==> src/rtl/small_hb_int.sv <==
// Halfband 1:2 interpolator, taps [A 0 B 0.5 B 0 A]; y0 lands 6 clocks after accept, y1 at 7.
// No backpressure: strobes closer than 2 clocks are dropped and latched in overrun.
module small_hb_int #(
    parameter int WIDTH  = 18,
    parameter     DEVICE = "SPARTAN6"
) (
    input  logic             clk,
    input  logic             rst,
    input  logic             bypass,
    input  logic             run,
    input  logic             stb_in,
    input  logic [WIDTH-1:0] data_in,
    output logic             stb_out,
    output logic [WIDTH-1:0] data_out,
    output logic             overrun
);

    localparam logic signed [17:0] COEFF_A = -18'sd10690;
    localparam logic signed [17:0] COEFF_B = 18'sd75809;

    localparam int RS = 34 - WIDTH;
    localparam logic signed [36:0] P_HALF    = 37'sd1 <<< (RS - 1);
    localparam logic signed [36:0] P_HALF_M1 = P_HALF - 37'sd1;
    localparam logic signed [36:0] Y_MAX     = (37'sd1 <<< (WIDTH - 1)) - 37'sd1;
    localparam logic signed [36:0] Y_MIN     = -(37'sd1 <<< (WIDTH - 1));

    localparam int XS = WIDTH - 17;

    logic signed [16:0]       xr;
    logic signed [16:0]       x0_q, x1_q, x2_q, x3_q, x0_d, x1_d, x2_d, x3_d;
    logic signed [WIDTH-1:0]  h0_q, h1_q, h0_d, h1_d;
    logic signed [17:0]       sa_q, sb_q, sa_d, sb_d;
    logic [4:0][WIDTH-1:0]    yc_q, yc_d;
    logic [5:0]               vld_q, vld_d;
    logic signed [17:0]       op_c, op_s;
    logic signed [35:0]       mult_d, mult_q;
    logic signed [35:0]       pa_q, pa_d, p_q, p_d;
    logic signed [36:0]       p_ext, p_sum, p_shr;
    logic signed [WIDTH-1:0]  y0;
    logic                     stb_out_q, stb_out_d;
    logic [WIDTH-1:0]         data_out_q, data_out_d;
    logic                     overrun_q, overrun_d;
    logic                     filt_on, acc;

    // Input rounding to 17 bits, ties away from zero; only the positive side can overflow.
    generate
        if (XS == 0) begin : g_xr_pass
            assign xr = $signed(data_in);
        end else begin : g_xr_round
            localparam logic signed [WIDTH:0] X_HALF    = {{WIDTH{1'b0}}, 1'b1} << (XS - 1);
            localparam logic signed [WIDTH:0] X_HALF_M1 = X_HALF - {{WIDTH{1'b0}}, 1'b1};
            localparam logic signed [WIDTH:0] X_MAX     = (WIDTH+1)'(65535);
            logic signed [WIDTH:0] x_ext, x_sum, x_shr;
            always_comb begin
                x_ext = {data_in[WIDTH-1], data_in};
                x_sum = x_ext + (x_ext[WIDTH] ? X_HALF_M1 : X_HALF);
                x_shr = x_sum >>> XS;
                xr    = (x_shr > X_MAX) ? 17'sd65535 : x_shr[16:0];
            end
        end
    endgenerate

    // DSP48A1 has a synchronous P-register reset; other targets keep the product register reset-free.
    generate
        if (DEVICE == "SPARTAN6") begin : g_mult_rst
            always_ff @(posedge clk) begin
                if (rst) mult_q <= '0;
                else     mult_q <= mult_d;
            end
        end else begin : g_mult_nrst
            always_ff @(posedge clk) begin
                mult_q <= mult_d;
            end
        end
    endgenerate

    always_comb begin
        filt_on = run && !bypass;
        acc     = filt_on && stb_in && !vld_q[0];

        x0_d = x0_q;
        x1_d = x1_q;
        x2_d = x2_q;
        x3_d = x3_q;
        h0_d = h0_q;
        h1_d = h1_q;
        if (acc) begin
            x0_d = xr;
            x1_d = x0_q;
            x2_d = x1_q;
            x3_d = x2_q;
            h1_d = h0_q;
            h0_d = $signed(data_in);
        end

        vld_d = {vld_q[4:0], acc} & {6{filt_on}};

        sa_d = sa_q;
        sb_d = sb_q;
        yc_d = {yc_q[3:0], yc_q[0]};
        if (vld_q[0]) begin
            sa_d    = {x0_q[16], x0_q} + {x3_q[16], x3_q};
            sb_d    = {x1_q[16], x1_q} + {x2_q[16], x2_q};
            yc_d[0] = h1_q;
        end

        // One multiplier: outer-tap product on the first cycle, inner-tap product on the next.
        op_c   = vld_q[1] ? COEFF_A : COEFF_B;
        op_s   = vld_q[1] ? sa_q : sb_q;
        mult_d = 36'(op_c) * 36'(op_s);

        pa_d = vld_q[2] ? mult_q : pa_q;
        p_d  = vld_q[3] ? (pa_q + mult_q) : p_q;

        p_ext = {p_q[35], p_q};
        p_sum = p_ext + (p_ext[36] ? P_HALF_M1 : P_HALF);
        p_shr = p_sum >>> RS;
        if (p_shr > Y_MAX)      y0 = Y_MAX[WIDTH-1:0];
        else if (p_shr < Y_MIN) y0 = Y_MIN[WIDTH-1:0];
        else                    y0 = p_shr[WIDTH-1:0];

        overrun_d = overrun_q;
        if (filt_on && stb_in && vld_q[0]) overrun_d = 1'b1;

        stb_out_d  = 1'b0;
        data_out_d = data_out_q;
        if (bypass) begin
            stb_out_d  = stb_in;
            data_out_d = data_in;
        end else if (!run) begin
            data_out_d = '0;
            overrun_d  = 1'b0;
            x0_d = '0;
            x1_d = '0;
            x2_d = '0;
            x3_d = '0;
            h0_d = '0;
            h1_d = '0;
        end else if (vld_q[4]) begin
            stb_out_d  = 1'b1;
            data_out_d = y0;
        end else if (vld_q[5]) begin
            stb_out_d  = 1'b1;
            data_out_d = yc_q[4];
        end
    end

    always_ff @(posedge clk) begin
        if (rst) begin
            x0_q       <= '0;
            x1_q       <= '0;
            x2_q       <= '0;
            x3_q       <= '0;
            h0_q       <= '0;
            h1_q       <= '0;
            sa_q       <= '0;
            sb_q       <= '0;
            yc_q       <= '0;
            vld_q      <= '0;
            pa_q       <= '0;
            p_q        <= '0;
            stb_out_q  <= 1'b0;
            data_out_q <= '0;
            overrun_q  <= 1'b0;
        end else begin
            x0_q       <= x0_d;
            x1_q       <= x1_d;
            x2_q       <= x2_d;
            x3_q       <= x3_d;
            h0_q       <= h0_d;
            h1_q       <= h1_d;
            sa_q       <= sa_d;
            sb_q       <= sb_d;
            yc_q       <= yc_d;
            vld_q      <= vld_d;
            pa_q       <= pa_d;
            p_q        <= p_d;
            stb_out_q  <= stb_out_d;
            data_out_q <= data_out_d;
            overrun_q  <= overrun_d;
        end
    end

    assign stb_out  = stb_out_q;
    assign data_out = data_out_q;
    assign overrun  = overrun_q;

endmodule
==> config.mk <==
export PLATFORM = sky130hd
export DESIGN_NAME = small_hb_int
export DESIGN_NICKNAME = d
export VERILOG_FILES = /design/src/rtl/small_hb_int.sv
export SDC_FILE = /design/constraint.sdc
export NUM_CORES = 1
export LEC_CHECK = 0
export CORE_ASPECT_RATIO = 0.8
export CORE_MARGIN = 2
export CORE_UTILIZATION = 28
export DETAILED_ROUTE_END_ITERATION = 6
export GPL_ROUTABILITY_DRIVEN = 0
export PLACE_DENSITY = 0.49
export SLEW_MARGIN = 10
export SYNTH_ARGS = -nofsm -noshare
export SYNTH_HDL_FRONTEND = slang
export SYNTH_SLANG_ARGS = --single-unit
export TNS_END_PERCENT = 1
==> constraint.sdc <==
create_clock -name clk -period 8.4 [get_ports clk]
set_input_delay 0.84 -clock clk [delete_from_list [all_inputs] [get_ports clk]]
set_output_delay 0.84 -clock clk [all_outputs]
set_load 0.02 [all_outputs]
; ---- Yosys cells after proc, flatten, opt, wreduce, memory -nomap -nowiden
; Index checks and enable logic that the tools add are counted.
[word_totals]
reg_bits = 364
in_bits = 23
output_inout_bits = 20
word_cells = 73
[op_classes]
add_sub_neg = 5
mul = 1
n_lt_le_gt_ge = 3
eq_ne = 1
n_mux = 36
n_bitwise = 1
reduce_logical = 6
[ops]
columns = op, count
row1 = 18-bit two-way mux, 14
row2 = 17-bit two-way mux, 13
row3 = 36-bit by 17-bit adder with 37-bit output, 1
row4 = 17-bit by 17-bit adder with 18-bit output, 2
row5 = 36-bit adder, 1
row6 = 18-bit by 18-bit multiplier with 36-bit output, 1
row7 = "21-bit by 18-bit > comparator with 1-bit output, second input constant", 1
row8 = "21-bit by 18-bit < comparator with 1-bit output, second input constant", 1
row9 = 18-bit by 2-bit adder with 19-bit output, 1
row10 = "18-bit by 17-bit > comparator with 1-bit output, second input constant", 1
row11 = 16-bit two-way mux, 1
row12 = 1-bit two-way mux, 8
row13 = 6-bit bitwise AND, 1
row14 = 1-bit logical AND, 4
row15 = "4-bit by 2-bit inequality test with 1-bit output, second input constant", 1
row16 = 1-bit logical NOT, 2

; ---- Logic depth before layout (Yosys ltp)
[depth]
ltp_word = 8
depth_mapped = 27
depth_no_buf = 26

; ---- Worst setup path after synthesis
; No wires, ideal clock.
[synth_timing]
path_kind = reg2reg
startpoint = reg vld_q[1]
endpoint = reg mult_q[34]
arrival_ps = 6630
slack_ps = 1643
stages_incl_launch_ff = 26
path_buffers = 2
synth_period_minus_slack_ps = 6757
cell_sequence = dfxtp_1 clkbuf_1 clkbuf_1 nand2_1 inv_1 nor2_1 fa_1 inv_1 fa_1 inv_1 fa_1 inv_1 fa_1 inv_1 fa_1 fa_1 inv_1 ha_1 and3_1 a221o_1 a221oi_2 o21a_1 o31ai_1 a211oi_1 xor2_1 nor2_1
[synth_between]
elab_chain_cells = 2
[synth_rtl]
columns = item, line
row1 = start: declaration, 34  ; logic [5:0] vld_q, vld_d;
row2 = start signal: assignment, 175  ; vld_q <= vld_d;
row3 = "18-bit two-way mux, on equally long branches", "108, 109"
row4 = 18-bit by 18-bit multiplier with 36-bit output (*), 110  ; mult_d = 36'(op_c) * 36'(op_s);
row5 = end signal: assignment, 68  ; else mult_q <= mult_d;
row6 = end: declaration, 36  ; logic signed [35:0] mult_d, mult_q;
; Every way passes the cells marked *; elsewhere a longest branch is shown, timed or not.
; A chain may end at the register's enable or synchronous reset.

; ---- Worst setup path after layout
; Same ends and word-level chain as after synthesis.

==> summary.md <==
| Metric | Value |
|---|---|
| Status | finished clean |
| Hold path startpoint | yc_d[44]$_SDFF_PP0_ |
| Main synth FF type | dfxtp_1 |
| Largest net degree at the start of global routing | 187 |
| Final period utilization | 87.1% |
| Post-route ant nets | 0 |
| Worst vdd ir | approximately 130 uV |
| CP Class | flop to flop |
| Most instantiated cells after synthesis | inv_1, dfxtp_1, nand2_1, fa_1, ha_1 |
| DRC | 0 |
| Place WS | roughly 1200 ps |
| Worst setup startpoint | vld_q[1]$_SDFF_PP0_ |
| YS warnings | 0 |
| CTS clock-pin slew for the worst setup and hold paths | 60 ps |
| Worst skew pair latency | 560 ps |
| Setup TNS Final | 0 ps |
| Port-buffer cells | 42 |
| Via-per-instance ratio | 4.52 |
| Yosys top cell by area | dfxtp_1 |
| Cts hold-fix bufs | 0 |
| Total gr overflow | 0 |
| Die Wd | 338 um |
| Seq/Total Area, Yosys | 29.1% |
| Longest Clk Path Bufs | 3 |
| Starting Density | 28.1% |
| Post-CTS Repair Setup Buffers | 0 |
| Critical Path Most Common Cell | fa_1 |
| Mean Syn Cell Area | 9.13 um2 |
| Min cycle time layout | between 7000 and 8000 ps |
| RSZ-0062 raised after global routing | false |
| CTS Sinks | 364 |
| Full die area | 91800 um2 |
| CTS Buf Count | 36 |
| Final setup vio count | 0 |
| Pins over their slew limit | 0 |
| Syn Inst Count | 2742 |
| Power density cells | 136 nW/um2 |
| CP max stage delay | 560 ps |
| WL/cell | around 16 um |
| Count leader, synth | inv_1 |
| Leak pwr | 12.7 nW |
| H-Tree Depth | 2 |
| Area contributors post-synth | dfxtp_1, fa_1, ha_1 |
| CP Capture Type | flop |
| Final std cells w/o fill | 3946 |
| Mapped Area | 25000 um2 |
| Placed inst area | 26600 um2 |
| Max Fanout on Critical Path | 34 |
| Final hold slack | 435 ps |
| Placed cell count | 3880 |
| Site row count | 98 |
| Gr usage total | 14.1% |
| Design Area, Final | between 20000 and 30000 um2 |
| Worst setup margin | approximately 1100 ps |
| Core ar. | between 80000 and 90000 um2 |
| Layout cells sized above 1 | 3.82% |
| Worst path slowest cell | fa_1 |
| Global-route wire length before repair | 103000 um |
| Post-cts resize count | 0 |
| Top-area cell type share of the netlist area | approximately 29% |
| Pwr Total | about 3.8 mW |
| Final #Nets | around 3200 |
| CP Launch Type | flop |
| HP Class | flop to flop |
| Routed WL | 64100 um |
| Max Clk Rate | ~140 MHz |
| Register bit count reported by yosys | 364 |
| Worst Path Required | between 8000 and 9000 ps |
| Synthesis-to-layout area growth | 11.8% |
| DR iter-0 viols | 1068 |
| Via Count | between 15000 and 20000 |
| Total of max-cap violations | 0 |
| Clk_skew | 20.8 ps |
| Crit Reg-Reg Startpoint | vld_q[1]$_SDFF_PP0_ |
| Vias in the first global route | 17700 |
| Worst Tran Pin Value | 1090 ps |
| Cell chain of the critical path | buf_4, nand2_1, inv_1, fa_1, inv_1, fa_1, fa_1, inv_1, fa_1, fa_1, inv_1, fa_1, inv_1, ha_1, a21oi_1, o21ai_0, a221o_1, a221oi_2, o21a_1, o31ai_1, a211oi_1, xor2_1, nor2_1 |
| CTS root buf | clkbuf_16 |
| EDFF count, synth | 0 |
| Max-slew headroom | 27.3% |
| Worst Path Arrival | 7710 ps |
| Antenna violations before repair | 3 |
| Detailed-placement wirelength estimate | about 50000 um |
| First-pass iteration count of the detailed router | 5 |
| Core Util, Final | 31.4% |
| Final Hold Viols | 0 |
| Ports | between 40 and 50 |
| Diodes inserted | 0 |
| Ys async rst share | 0% |
| Die height | between 200 and 300 um |
| Synth cell types | 73 |
| CTS tree | built |
==> sequential cells by signal (all words and copies together) (netlist names) <==
register  count
sa_q         18
yc_d         72
pa_q         36
sb_q         18
x2_q         17
data_out     18
overrun       1
h0_q         18
x0_q         17
x1_q         17
stb_out       1
x3_q         17
mult_q       36
vld_q         6
yc_q         18
h1_q         18
p_q          36
==> path summary, 6_finish.rpt <==
| kind | slack, ps | cells past startpoint | to |
|---|---|---|---|
| max | 1090 | 23 | mult_q[34]$_SDFF_PP0_ |
| min | 430 | 1 | yc_d[62]$_SDFF_PP0_ |
| max reg2reg | 1090 | 23 | mult_q[34]$_SDFF_PP0_ |
| min reg2reg | 430 | 1 | yc_d[62]$_SDFF_PP0_ |
==> final cells by class <==
cell class / count / area [um2]
multi-input cells: 1880 / 15900
clock inverters: 18 / 310
flip-flops and latches: 364 / 7290
well taps: 1200 / 1500
repair buffers: 55 / 534
inverters: 381 / 1430
fillers: 9539 / 61000
clock buffers: 48 / 1040
==> worst max-delay path: cells and delay by family (launching register included) <==
kind / cells / cell delay [ps]
fa+ha+maj: 7 / 3440
flops: 1 / 510
buf+inv: 6 / 840
xor+xnor: 1 / 180
compound gates: 7 / 1840
simple gates: 2 / 350
==> layer usage <==
metal	global-route usage (%)	part of all wire, %
met5	0	0.012
met4	2.21	1.3
met3	3.40	5.6
met2	20.5	40
met1	21.4	53
==> power breakdown <==
group / switching [mW] / total (mW) / internal (mW) / leakage [nW]
registers: 0.0141 / 1.76 / 1.74 / 2.94
clock network: 0.744 / 1.84 / 1.10 / 0.653
logic: 0.143 / 0.215 / 0.0721 / 9.12
==> kinds of logic after synthesis <==
family	synth area share (%)
AND/OR/NAND/NOR	13.8
buffers and inverters	7.59
AO/OA/AOI/OAI	11.9
adder cells (fa/ha/maj)	29.5
flip-flops	29.1
XOR/XNOR	4.13
multiplexers	4.04
other	0.0300
==> placed cells by master (no fill, tap or decap), drive strengths merged, types with 7 or more instances in the layout <==
master	synthesis	routed
a211o	8	8
a211oi	25	25
a21o	38	38
a21oi	178	178
a311oi	13	13
a31oi	18	18
and2	13	13
and3	26	26
buf	10	13
bufinv	0	7
clkbuf	111	49
clkdlybuf4s50	0	41
dfxtp	364	364
fa	229	229
ha	223	223
inv	381	384
mux2i	100	100
nand2	282	282
nand2b	35	35
nand3	19	19
nand4	22	22
nor2	200	200
nor2b	95	95
nor3	20	20
o211ai	23	23
o21a	16	16
o21ai	73	73
o21bai	13	13
o311ai	7	7
xnor2	73	73
xor2	45	45
No activity file was read; power rests on OpenSTA's default activity.
